`config.mk`:
```
export PLATFORM = sky130hd
export DESIGN_NAME = uart_rx_frame
export DESIGN_NICKNAME = d
export VERILOG_FILES = /design/src/rtl/uart_pkg.sv /design/src/rtl/uart_bit_sync.sv /design/src/rtl/uart_rx_frame.sv
export SDC_FILE = /design/constraint.sdc
export NUM_CORES = 1
export LEC_CHECK = 0
export ABC_AREA = 1
export ABC_CLOCK_PERIOD_IN_PS = 1400
export BUFFER_PORTS_ARGS = -buffer_cell sky130_fd_sc_hd__buf_2
export CAP_MARGIN = 20
export CORE_MARGIN = 5
export CORE_UTILIZATION = 35
export DETAILED_ROUTE_END_ITERATION = 12
export SYNTH_ARGS = -nofsm -noshare
export SYNTH_HDL_FRONTEND = slang
export SYNTH_HIERARCHICAL = 1
export SYNTH_SLANG_ARGS = --single-unit
export TNS_END_PERCENT = 1
```
`constraint.sdc`:
```
create_clock -name clk -period 1.4 [get_ports clk]
set_input_delay 0.28 -clock clk [delete_from_list [all_inputs] [get_ports clk]]
set_output_delay 0.28 -clock clk [all_outputs]
set_load 0.1 [all_outputs]
```
`src/rtl/uart_pkg.sv`:
```
// Shared UART definitions: parity_type encodings (also used by the transmit
// side) and the receive deframer state encoding.
package uart_pkg;

  localparam logic [1:0] PAR_NONE = 2'b00;
  localparam logic [1:0] PAR_ODD  = 2'b01;
  localparam logic [1:0] PAR_EVEN = 2'b10;

  typedef enum logic [2:0] {
    IDLE      = 3'd0,
    START     = 3'd1,
    DATA      = 3'd2,
    PARITY    = 3'd3,
    STOP      = 3'd4,
    WAIT_HIGH = 3'd5
  } rx_state_e;

  // True when the mode carries a parity bit (11 is treated as none).
  function automatic logic parity_enabled(input logic [1:0] mode);
    return (mode == PAR_ODD) || (mode == PAR_EVEN);
  endfunction

  // Expected parity bit given the XOR of all data bits.
  function automatic logic expected_parity(input logic [1:0] mode, input logic data_xor);
    logic exp_bit;
    case (mode)
      PAR_EVEN: exp_bit = data_xor;
      PAR_ODD:  exp_bit = ~data_xor;
      default:  exp_bit = 1'b0;
    endcase
    return exp_bit;
  endfunction

endpackage

```
`src/rtl/uart_bit_sync.sv`:
```
// Two-flop synchroniser for a single asynchronous input with a
// configurable reset value (idle level of the line).
module uart_bit_sync #(
  parameter logic RESET_VAL = 1'b1
) (
  input  logic clk,
  input  logic rst,
  input  logic d_i,
  output logic q_o
);

  logic meta_q;
  logic sync_q;

  // Two-stage capture of the asynchronous input.
  always_ff @(posedge clk or negedge rst) begin
    if (!rst) begin
      meta_q <= RESET_VAL;
      sync_q <= RESET_VAL;
    end else begin
      meta_q <= d_i;
      sync_q <= meta_q;
    end
  end

  assign q_o = sync_q;

endmodule

```
`src/rtl/uart_rx_frame.sv`:
```
// UART receive deframer: oversampled start detect, LSB-first data shift,
// optional parity check, STOP_BITS stop checks, one-clk result strobe.
module uart_rx_frame
  import uart_pkg::*;
#(
  parameter int DATA_BITS  = 8,
  parameter int OVERSAMPLE = 16,
  parameter int STOP_BITS  = 1
) (
  input  logic                 clk,
  input  logic                 rst,
  input  logic                 baud_tick,
  input  logic                 rx_in,
  input  logic [1:0]           parity_type,
  output logic [DATA_BITS-1:0] data_out,
  output logic                 data_valid,
  output logic                 parity_error,
  output logic                 framing_error,
  output logic                 busy
);

  localparam int TW = $clog2(OVERSAMPLE);
  localparam int BW = $clog2(DATA_BITS + 1);

  localparam logic [TW-1:0] TICK_MID  = TW'(OVERSAMPLE / 2 - 1);
  localparam logic [TW-1:0] TICK_END  = TW'(OVERSAMPLE - 1);
  localparam logic [TW-1:0] TICK_ONE  = TW'(1);
  localparam logic [BW-1:0] BIT_LAST  = BW'(DATA_BITS - 1);
  localparam logic [BW-1:0] STOP_LAST = BW'(STOP_BITS - 1);
  localparam logic [BW-1:0] BIT_ONE   = BW'(1);

  logic                 rx_s;
  rx_state_e            state_q, state_d;
  logic [TW-1:0]        tick_q, tick_d;
  logic [BW-1:0]        bit_q, bit_d;
  logic [DATA_BITS-1:0] shreg_q, shreg_d;
  logic [1:0]           par_mode_q, par_mode_d;
  logic                 par_err_q, par_err_d;
  logic                 fr_err_q, fr_err_d;
  logic [DATA_BITS-1:0] data_out_q, data_out_d;
  logic                 valid_q, valid_d;
  logic                 perr_q, perr_d;
  logic                 ferr_q, ferr_d;
  logic                 busy_q, busy_d;
  logic                 fr_now_s;

  uart_bit_sync #(.RESET_VAL(1'b1)) u_sync (
    .clk (clk),
    .rst (rst),
    .d_i (rx_in),
    .q_o (rx_s)
  );

  // Frame sequencing: next state, counters, shift register and result strobe.
  always_comb begin
    state_d    = state_q;
    tick_d     = tick_q;
    bit_d      = bit_q;
    shreg_d    = shreg_q;
    par_mode_d = par_mode_q;
    par_err_d  = par_err_q;
    fr_err_d   = fr_err_q;
    data_out_d = data_out_q;
    valid_d    = 1'b0;
    perr_d     = perr_q;
    ferr_d     = ferr_q;
    fr_now_s   = fr_err_q | ~rx_s;

    case (state_q)
      IDLE: begin
        if (!rx_s) begin
          state_d    = START;
          tick_d     = '0;
          par_mode_d = parity_type;
          par_err_d  = 1'b0;
          fr_err_d   = 1'b0;
        end else begin
          state_d = IDLE;
        end
      end

      START: begin
        if (baud_tick) begin
          if (tick_q == TICK_MID) begin
            tick_d = '0;
            bit_d  = '0;
            if (!rx_s) begin
              state_d = DATA;
            end else begin
              state_d = IDLE;
            end
          end else begin
            tick_d = tick_q + TICK_ONE;
          end
        end else begin
          tick_d = tick_q;
        end
      end

      DATA: begin
        if (baud_tick) begin
          if (tick_q == TICK_END) begin
            tick_d  = '0;
            shreg_d = {rx_s, shreg_q[DATA_BITS-1:1]};
            if (bit_q == BIT_LAST) begin
              bit_d   = '0;
              state_d = parity_enabled(par_mode_q) ? PARITY : STOP;
            end else begin
              bit_d = bit_q + BIT_ONE;
            end
          end else begin
            tick_d = tick_q + TICK_ONE;
          end
        end else begin
          tick_d = tick_q;
        end
      end

      PARITY: begin
        if (baud_tick) begin
          if (tick_q == TICK_END) begin
            tick_d    = '0;
            bit_d     = '0;
            par_err_d = (rx_s != expected_parity(par_mode_q, ^shreg_q));
            state_d   = STOP;
          end else begin
            tick_d = tick_q + TICK_ONE;
          end
        end else begin
          tick_d = tick_q;
        end
      end

      STOP: begin
        if (baud_tick) begin
          if (tick_q == TICK_END) begin
            tick_d   = '0;
            fr_err_d = fr_now_s;
            if (bit_q == STOP_LAST) begin
              bit_d      = '0;
              valid_d    = 1'b1;
              data_out_d = shreg_q;
              perr_d     = par_err_q;
              ferr_d     = fr_now_s;
              state_d    = fr_now_s ? WAIT_HIGH : IDLE;
            end else begin
              bit_d = bit_q + BIT_ONE;
            end
          end else begin
            tick_d = tick_q + TICK_ONE;
          end
        end else begin
          tick_d = tick_q;
        end
      end

      WAIT_HIGH: begin
        // Hold off new frames while the line is in a break condition.
        if (rx_s) begin
          state_d = IDLE;
        end else begin
          state_d = WAIT_HIGH;
        end
      end

      default: begin
        state_d = IDLE;
      end
    endcase

    busy_d = (state_d != IDLE);
  end

  // State and output registers.
  always_ff @(posedge clk or negedge rst) begin
    if (!rst) begin
      state_q    <= IDLE;
      tick_q     <= '0;
      bit_q      <= '0;
      shreg_q    <= '0;
      par_mode_q <= PAR_NONE;
      par_err_q  <= 1'b0;
      fr_err_q   <= 1'b0;
      data_out_q <= '0;
      valid_q    <= 1'b0;
      perr_q     <= 1'b0;
      ferr_q     <= 1'b0;
      busy_q     <= 1'b0;
    end else begin
      state_q    <= state_d;
      tick_q     <= tick_d;
      bit_q      <= bit_d;
      shreg_q    <= shreg_d;
      par_mode_q <= par_mode_d;
      par_err_q  <= par_err_d;
      fr_err_q   <= fr_err_d;
      data_out_q <= data_out_d;
      valid_q    <= valid_d;
      perr_q     <= perr_d;
      ferr_q     <= ferr_d;
      busy_q     <= busy_d;
    end
  end

  assign data_out      = data_out_q;
  assign data_valid    = valid_q;
  assign parity_error  = perr_q;
  assign framing_error = ferr_q;
  assign busy          = busy_q;

endmodule

```
==> results of run 1 <==
stage by stage:
step / total power (W) / worst slack (ps) / instances / instance area (sq um) / hold WS (ps)
final: 0.00388 / -217 / 400 / 2730 / 83.7
after global routing: 0.00415 / -327 / 400 / 2730 / 65.0
after CTS: 0.00384 / -159 / 399 / 2670 / 73.5
after detailed placement: 0.00270 / -263 / 390 / 2500 / 236
after global placement: 0.00268 / -254 / 390 / 2500 / 237
after floorplan: 0.00215 / -161 / 258 / 2000 / -15.6
worst max-delay path: cells and delay by family (launching register included):
family / cells / cell delay, ps
compound gates: 1 / 50
fa+ha+maj: 1 / 190
buf+inv: 4 / 310
flops: 1 / 350
simple gates: 6 / 590
synthesized netlist by cell type, drive strengths merged:
| cell type | count |
|---|---|
| a21oi | 3 |
| a22oi | 1 |
| a31oi | 2 |
| a32o | 1 |
| buf | 2 |
| dfrtp | 35 |
| dfstp | 2 |
| ha | 5 |
| inv | 38 |
| nand2 | 86 |
| nand3 | 19 |
| nand4 | 3 |
| nor2 | 23 |
| nor3 | 3 |
| nor3b | 1 |
| o211ai | 1 |
| o21a | 2 |
| o21ai | 30 |
| xor2 | 1 |
cell families after synthesis:
kind of cell               synth area share, %
AOI/OAI and AO/OA                         12.6
xor gates and xnor gates                 0.438
adders and majority gates                 3.13
buffers and inverters                     7.95
DFF                                       46.4
and+or+nand+nor                           29.5
metal layers:
layer  wire length, um  up-vias  global-route usage, %
met5                 0        -                      0
met1              2040      848                   15.4
li1                  -      963                      -
met4                42        0                   5.18
met2              2440       17                   24.1
met3               138        4                   4.13
sequential cells by signal, indices dropped and copies added (netlist names):
signal         cells
bit_q              4
par_err_q          1
framing_error      1
u_sync/meta_q      1
tick_q             4
par_mode_q         2
u_sync/q_o         1
state_q            3
busy               1
data_valid         1
fr_err_q           1
shreg_q            8
data_out           8
parity_error       1
power by group:
part	internal [W]	switching [W]
sequential	0.00122	0.000123
clock	0.000708	0.000401
combinational	0.000601	0.000818
total	0.00253	0.00134
path summary, 6_finish.rpt:
check / end / slack, ps / start / cells after the start
max: data_out[1] / -220 / tick_q[0] / 12
max reg2reg: data_out[1] / -220 / tick_q[0] / 12
min reg2reg: u_sync/q_o / 360 / u_sync/meta_q / 0
max in group asynchronous: bit_q[3] / 440 / rst / 3
min in group asynchronous: data_out[4] / 440 / rst / 2
min: u_sync/meta_q / 80 / rx_in / 1
final cells by class:
class	instances	area, sq um	share of cell area (%)
Sequential cell	37	928	34.0
Tap cell	72	90.1	3.30
Timing Repair Buffer	64	460	16.9
Clock buffer	5	68.8	2.52
Inverter	38	150	5.50
Clock inverter	3	65.1	2.38
Multi-Input combinational cell	181	966	35.4
repair_timing:
action / 4_1_cts / 5_1_grt
buffers inserted: 0 / 1
resized for setup: 13 / 20
endpoints found under the hold margin: 15 / 0
pin swaps: 1 / 5
hold buffers: 1 / 0
setup endpoints to repair: 31 / 40
==> results.sh, run 1 <==
export IMPL_critPathSlowestCell="dfrtp_1"
export IMPL_skew_ps=7.37
export IMPL_diodes=0
export IMPL_grt_pass1_vias=1866
export IMPL_max_cap_violations=0
export IMPL_vias_per_cell=4.58
export IMPL_cp_common_cell="nor2_4"
export IMPL_cts_sinks=37
export IMPL_period_share_pct=115
export IMPL_yosysWarnings=6
export IMPL_yosysTopAreaCell="dfrtp_1"
export IMPL_dp_hpwl_um=3420
export IMPL_power_leakage_nw=1.45
export IMPL_peakVddDrop_mv=0.836
export IMPL_yosys_area_top_type_share_pct=43.8
export IMPL_insertion_delay_ps=300
export IMPL_power_density_nw_per_um2=1420
export IMPL_final_cell_mix="nand2_1 (80), buf_4 (44), dfrtp_1 (35), inv_1 (29), o21ai_0 (18)"
export IMPL_required_ps=1580
export IMPL_layout_drive_gt1_share_pct=34.1
export IMPL_worstMarginPinSlew_ps=491
export IMPL_period_needed_ps=1620
export IMPL_grt_start_max_net_pins=20
export IMPL_yosysSeqAreaShare_pct=46.4
export IMPL_h_tree_depth=2
export IMPL_fin_util_pct=49.3
export IMPL_syn_inst=258
export IMPL_setup_slack_ps=-217
export IMPL_gr_total_overflow=0
export IMPL_crit_fanout=19
export IMPL_path_cells="ha_2 -> nand2_2 -> inv_2 -> nand2_4 -> nor2_4 -> inv_4 -> nor2_4 -> inv_2 -> nor2_4 -> inv_6 -> nand2_1 -> o21ai_2"
export IMPL_hold_violations=0
export IMPL_synth_fp_nets=269
export IMPL_syn_area_sq_um=2000
export IMPL_rsz0062_at_grt="true"
export IMPL_core_sq_um=5540
export IMPL_die_x_um=85.6
export IMPL_grt_pass1_wl_um=7960
export IMPL_cts_tree="built"
export IMPL_relSlewSlack_pct=67.5
export IMPL_start_util_pct=36.1
export IMPL_cts_made_buffers=5
export IMPL_gr_usage_all_layers_pct=13.6
export IMPL_slew_violations=0
export IMPL_max_stage_delay_ps=350
export IMPL_drc_errors=0
export IMPL_worstPathArrival_ps=1800
export IMPL_post_drt_wl_per_cell_um=11.7
export IMPL_antenna_found_initial=0
export IMPL_layout_commonest_cell="nand2_1"
export IMPL_avgSynthCellArea_sq_um=7.75
export IMPL_drtPass1Iterations=4
export IMPL_clk_pin_slew_ps=70
export IMPL_vias=1832
export IMPL_endpoint_kind="flop"
export IMPL_rows=27
export IMPL_synth_area_leaders="dfrtp_1 (44%), nand2_1 (16%), inv_1 (6.4%)"
export IMPL_max_freq_mhz=618
export IMPL_dieArea_sq_um=7320
export IMPL_root_buffer="clkbuf_8"
export IMPL_syn_to_final_growth_pct=36.5
export IMPL_finalSetupViolCount=32
export IMPL_status="finished with violations"
export IMPL_critical_path_class="reg2reg"
export IMPL_nets=338
export IMPL_wirelength_um=4660
export IMPL_die_h_um=85.6
export IMPL_fillers=553
export IMPL_synth_cell_types=27
export IMPL_violations="negative setup slack"
export IMPL_drtIter0Drc=85
export IMPL_postRouteAntennaNets=0
export IMPL_numPortBuffers=17
export IMPL_worst_hold_path_type="in2reg"
export IMPL_io_pins=18
export IMPL_synth_seq_cells=37
export IMPL_clock_path_buffers=2
export IMPL_tns_ps=-4260
export IMPL_crit_path_start_kind="flop"
export IMPL_place_gp_congestion=0.896
Note: power is estimated with default switching activity, not from simulation.
==> run 2: changes to the inputs <==
--- a/config.mk
+++ b/config.mk
@@ -9,11 +9,13 @@
 export ABC_CLOCK_PERIOD_IN_PS = 1400
 export BUFFER_PORTS_ARGS = -buffer_cell sky130_fd_sc_hd__buf_2
 export CAP_MARGIN = 20
+export CELL_PAD_IN_SITES_DETAIL_PLACEMENT = 2
+export CELL_PAD_IN_SITES_GLOBAL_PLACEMENT = 2
 export CORE_MARGIN = 5
-export CORE_UTILIZATION = 35
+export CORE_UTILIZATION = 31
 export DETAILED_ROUTE_END_ITERATION = 12
+export PLACE_DENSITY_LB_ADDON = 0.1
 export SYNTH_ARGS = -nofsm -noshare
 export SYNTH_HDL_FRONTEND = slang
-export SYNTH_HIERARCHICAL = 1
 export SYNTH_SLANG_ARGS = --single-unit
 export TNS_END_PERCENT = 1
==> run 2 against run 1 <==
  * Clock skew is essentially flat
  * Global-route usage grew 4.1 points
  * Synthesized area up 1.1%
  * Largest power group unchanged
  * Fmax down 3.1%
  * The flow still finishes with violations (negative setup slack)
  * Via count up 14%
  * Critical path type unchanged
  * Final area is 7.2% higher
  * Hold slack worse by 8.3 ps
  * First-iteration DRC count is 67% lower
  * Sequential share of layout area is 2.2 points lower
  * Critical endpoint is now data_out[2]
  * Final cell count grew 7.0%
  * Power increased by 6.6%
==> results.sh, run 2 <==
export IMPL_crit_fanout=19
export IMPL_gr_usage_all_layers_pct=17.8
export IMPL_h_tree_depth=2
export IMPL_power_frac_seq_pct=32.5
export IMPL_slew_violations=0
export IMPL_drtIter0Drc=28
export IMPL_synth_area_leaders="dfrtp_1 (43%), nand2_1 (16%), inv_1 (6.3%)"
export IMPL_yosys_top_cells_count="nand2_1 (88), dfrtp_1 (35), inv_1 (34)"
export IMPL_cts_sinks=37
export IMPL_cts_tree="built"
export IMPL_yosys_area_top_type_share_pct=43.3
export IMPL_gr_total_overflow=0
export IMPL_diodes=0
export IMPL_yosysMostFrequentCell="nand2_1"
export IMPL_dp_hpwl_um=5080
export IMPL_setup_slack_ps=-268
export IMPL_layout_commonest_cell="nand2_1"
export IMPL_rsz0062_at_grt="true"
export IMPL_period_needed_ps=1670
export IMPL_avgSynthCellArea_sq_um=7.60
export IMPL_worstPathArrival_ps=1860
export IMPL_synth_ff_type="dfrtp_1"
export IMPL_critPathSlowestCell="dfrtp_1"
export IMPL_synth_seq_cells=37
export IMPL_switching_share_pct=38.2
export IMPL_p_clk_share_pct=24.4
export IMPL_core_sq_um=6350
export IMPL_final_cell_mix="nand2_1 (79), buf_4 (59), dfrtp_1 (33), inv_1 (25)"
export IMPL_nets=361
export IMPL_insertion_delay_ps=300
export IMPL_vias_per_cell=4.86
export IMPL_p_int_w=0.00256
export IMPL_period_share_pct=119
export IMPL_cp_common_cell="nor2_4"
export IMPL_power_density_nw_per_um2=1410
export IMPL_wirelength_um=7020
export IMPL_dieArea_sq_um=8230
export IMPL_yosysTopAreaCell="dfrtp_1"
export IMPL_required_ps=1600
export IMPL_rows=29
export IMPL_fin_util_pct=46.0
export IMPL_critical_path_class="reg2reg"
export IMPL_numPortBuffers=17
export IMPL_syn_area_sq_um=2020
export IMPL_yosysSeqAreaShare_pct=45.9
export IMPL_start_util_pct=31.8
export IMPL_die_x_um=90.7
export IMPL_synth_edf_count=0
export IMPL_place_gp_congestion=0.786
export IMPL_tns_ps=-5670
export IMPL_post_drt_wl_per_cell_um=16.4
export IMPL_layout_drive_gt1_share_pct=41.9
export IMPL_hold_violations=0
export IMPL_status="finished with violations"
export IMPL_crit_path_start_kind="flop"
export IMPL_vias=2080
export IMPL_synthArstFlopShare_pct=100
export IMPL_drtPass1Iterations=4
export IMPL_synth_fp_nets=277
export IMPL_worst_hold_path_type="in2reg"
export IMPL_peakVddDrop_mv=0.574
export IMPL_die_h_um=90.7
export IMPL_syn_to_final_growth_pct=44.7
export IMPL_max_stage_delay_ps=370
export IMPL_instances_no_fill=428
export IMPL_cts_made_buffers=5
export IMPL_clk_pin_slew_ps=80
export IMPL_grt_start_max_net_pins=38
export IMPL_grt_pass1_vias=2442
export IMPL_yosysWarnings=0
export IMPL_root_buffer="clkbuf_8"
export IMPL_endpoint_kind="flop"
export IMPL_max_cap_violations=0
export IMPL_dpl_cell_count=417
export IMPL_power_frac_comb_pct=43.1
export IMPL_synth_cell_types=25
export IMPL_p_switching_w=0.00158
export IMPL_dp_slack_ps=-321
export IMPL_io_pins=18
export IMPL_skew_ps=7.71
export IMPL_grt_pass1_wl_um=11800
export IMPL_worstMarginPinSlew_ps=488
export IMPL_max_freq_mhz=599
export IMPL_syn_inst=266
export IMPL_drc_errors=0
export IMPL_finalSetupViolCount=33
export IMPL_path_cells="ha_2 -> nand2_2 -> inv_2 -> nand2_4 -> nor2_4 -> inv_4 -> nor2_4 -> inv_2 -> nor2_4 -> inv_6 -> nand2_1 -> o21ai_2"
export IMPL_power_leakage_nw=1.53
export IMPL_hold_ws_ps=75.4
export IMPL_clock_path_buffers=2
export IMPL_violations="negative setup slack"
export IMPL_relSlewSlack_pct=67.7
export IMPL_postRouteAntennaNets=0
export IMPL_antenna_found_initial=0
## run 2: cell count changes in the layout (fill, tap and decap cells not counted), sizes merged, moves of 2 or more
cell    delta
clkbuf     +2
nand3      -3
nand2      +6
nor2       +5
buf       +14
## run 2: cell type report
type / count / area (sq um)
Clock buffer: 6 / 82.6
Clock inverter: 2 / 37.5
Fill cell: 742 / 3430
Inverter: 39 / 154
Multi-Input combinational cell: 188 / 1030
Sequential cell: 37 / 931
Tap cell: 77 / 96.3
Timing Repair Buffer: 79 / 593
## run 2: per-layer routing
layer / GRT usage (%) / up-vias / wire length, um
li1: - / 1006 / -
met1: 18.5 / 1056 / 2700
met5: 0 / - / 0
met3: 2.75 / 7 / 106
met4: 3.72 / 0 / 65
met2: 36.4 / 11 / 4150
## run 2: critical path, delay by kind of cell, from the launching register on
kind	cells	cell delay (ps)
AO/OA/AOI/OAI	1	60
buffers and inverters	4	310
adder cells (fa/ha/maj)	1	190
flip-flops	1	370
AND/OR/NAND/NOR	6	620
## run 2: logic make-up (layout without fill, tap and decap cells)
kind of cell,after synthesis,after routing,synth area share [%]
xor gates and xnor gates,1,1,0.434
and+or+nand+nor,143,143,30.3
adders and majority gates,5,5,3.10
buffers and inverters,41,126,8.05
DFF,37,37,45.9
AOI/OAI and AO/OA,39,39,12.2
## run 2: final timing paths
path	cells past startpoint	end	startpoint	slack, ps
min	1	u_sync.meta_q	rx_in	80
max	12	data_out[2]	tick_q[1]	-270
min reg2reg	0	u_sync.q_o	u_sync.meta_q	360
min in group asynchronous	3	tick_q[2]	rst	520
max reg2reg	12	data_out[2]	tick_q[1]	-270
max in group asynchronous	3	u_sync.q_o	rst	620
## run 2: power groups by stage
stage	registers, W	logic, W	clock network [W]
final	0.00134	0.00178	0.00101
after global routing	0.00136	0.00196	0.00109
after CTS	0.00134	0.00177	0.00104
after detailed placement	0.00135	0.00161	0
after global placement	0.00134	0.00155	0
after floorplan	0.00149	0.000672	0
## run 2: what timing repair did
action	4_1_cts	5_1_grt
endpoints found under the hold margin	35	0
cloned	0	0
buffers inserted	1	1
pin swaps	3	2
gates resized for setup	32	21
setup endpoints to repair	34	41
hold buffers	1	0
## run 2: stage by stage
stage / instance area, sq um / power (W)
4_1_cts: 2880 / 0.00416
6_report: 2920 / 0.00413
3_5_place_dp: 2650 / 0.00296
3_3_place_gp: 2650 / 0.00289
5_1_grt: 2920 / 0.00441
2_1_floorplan: 2020 / 0.00217
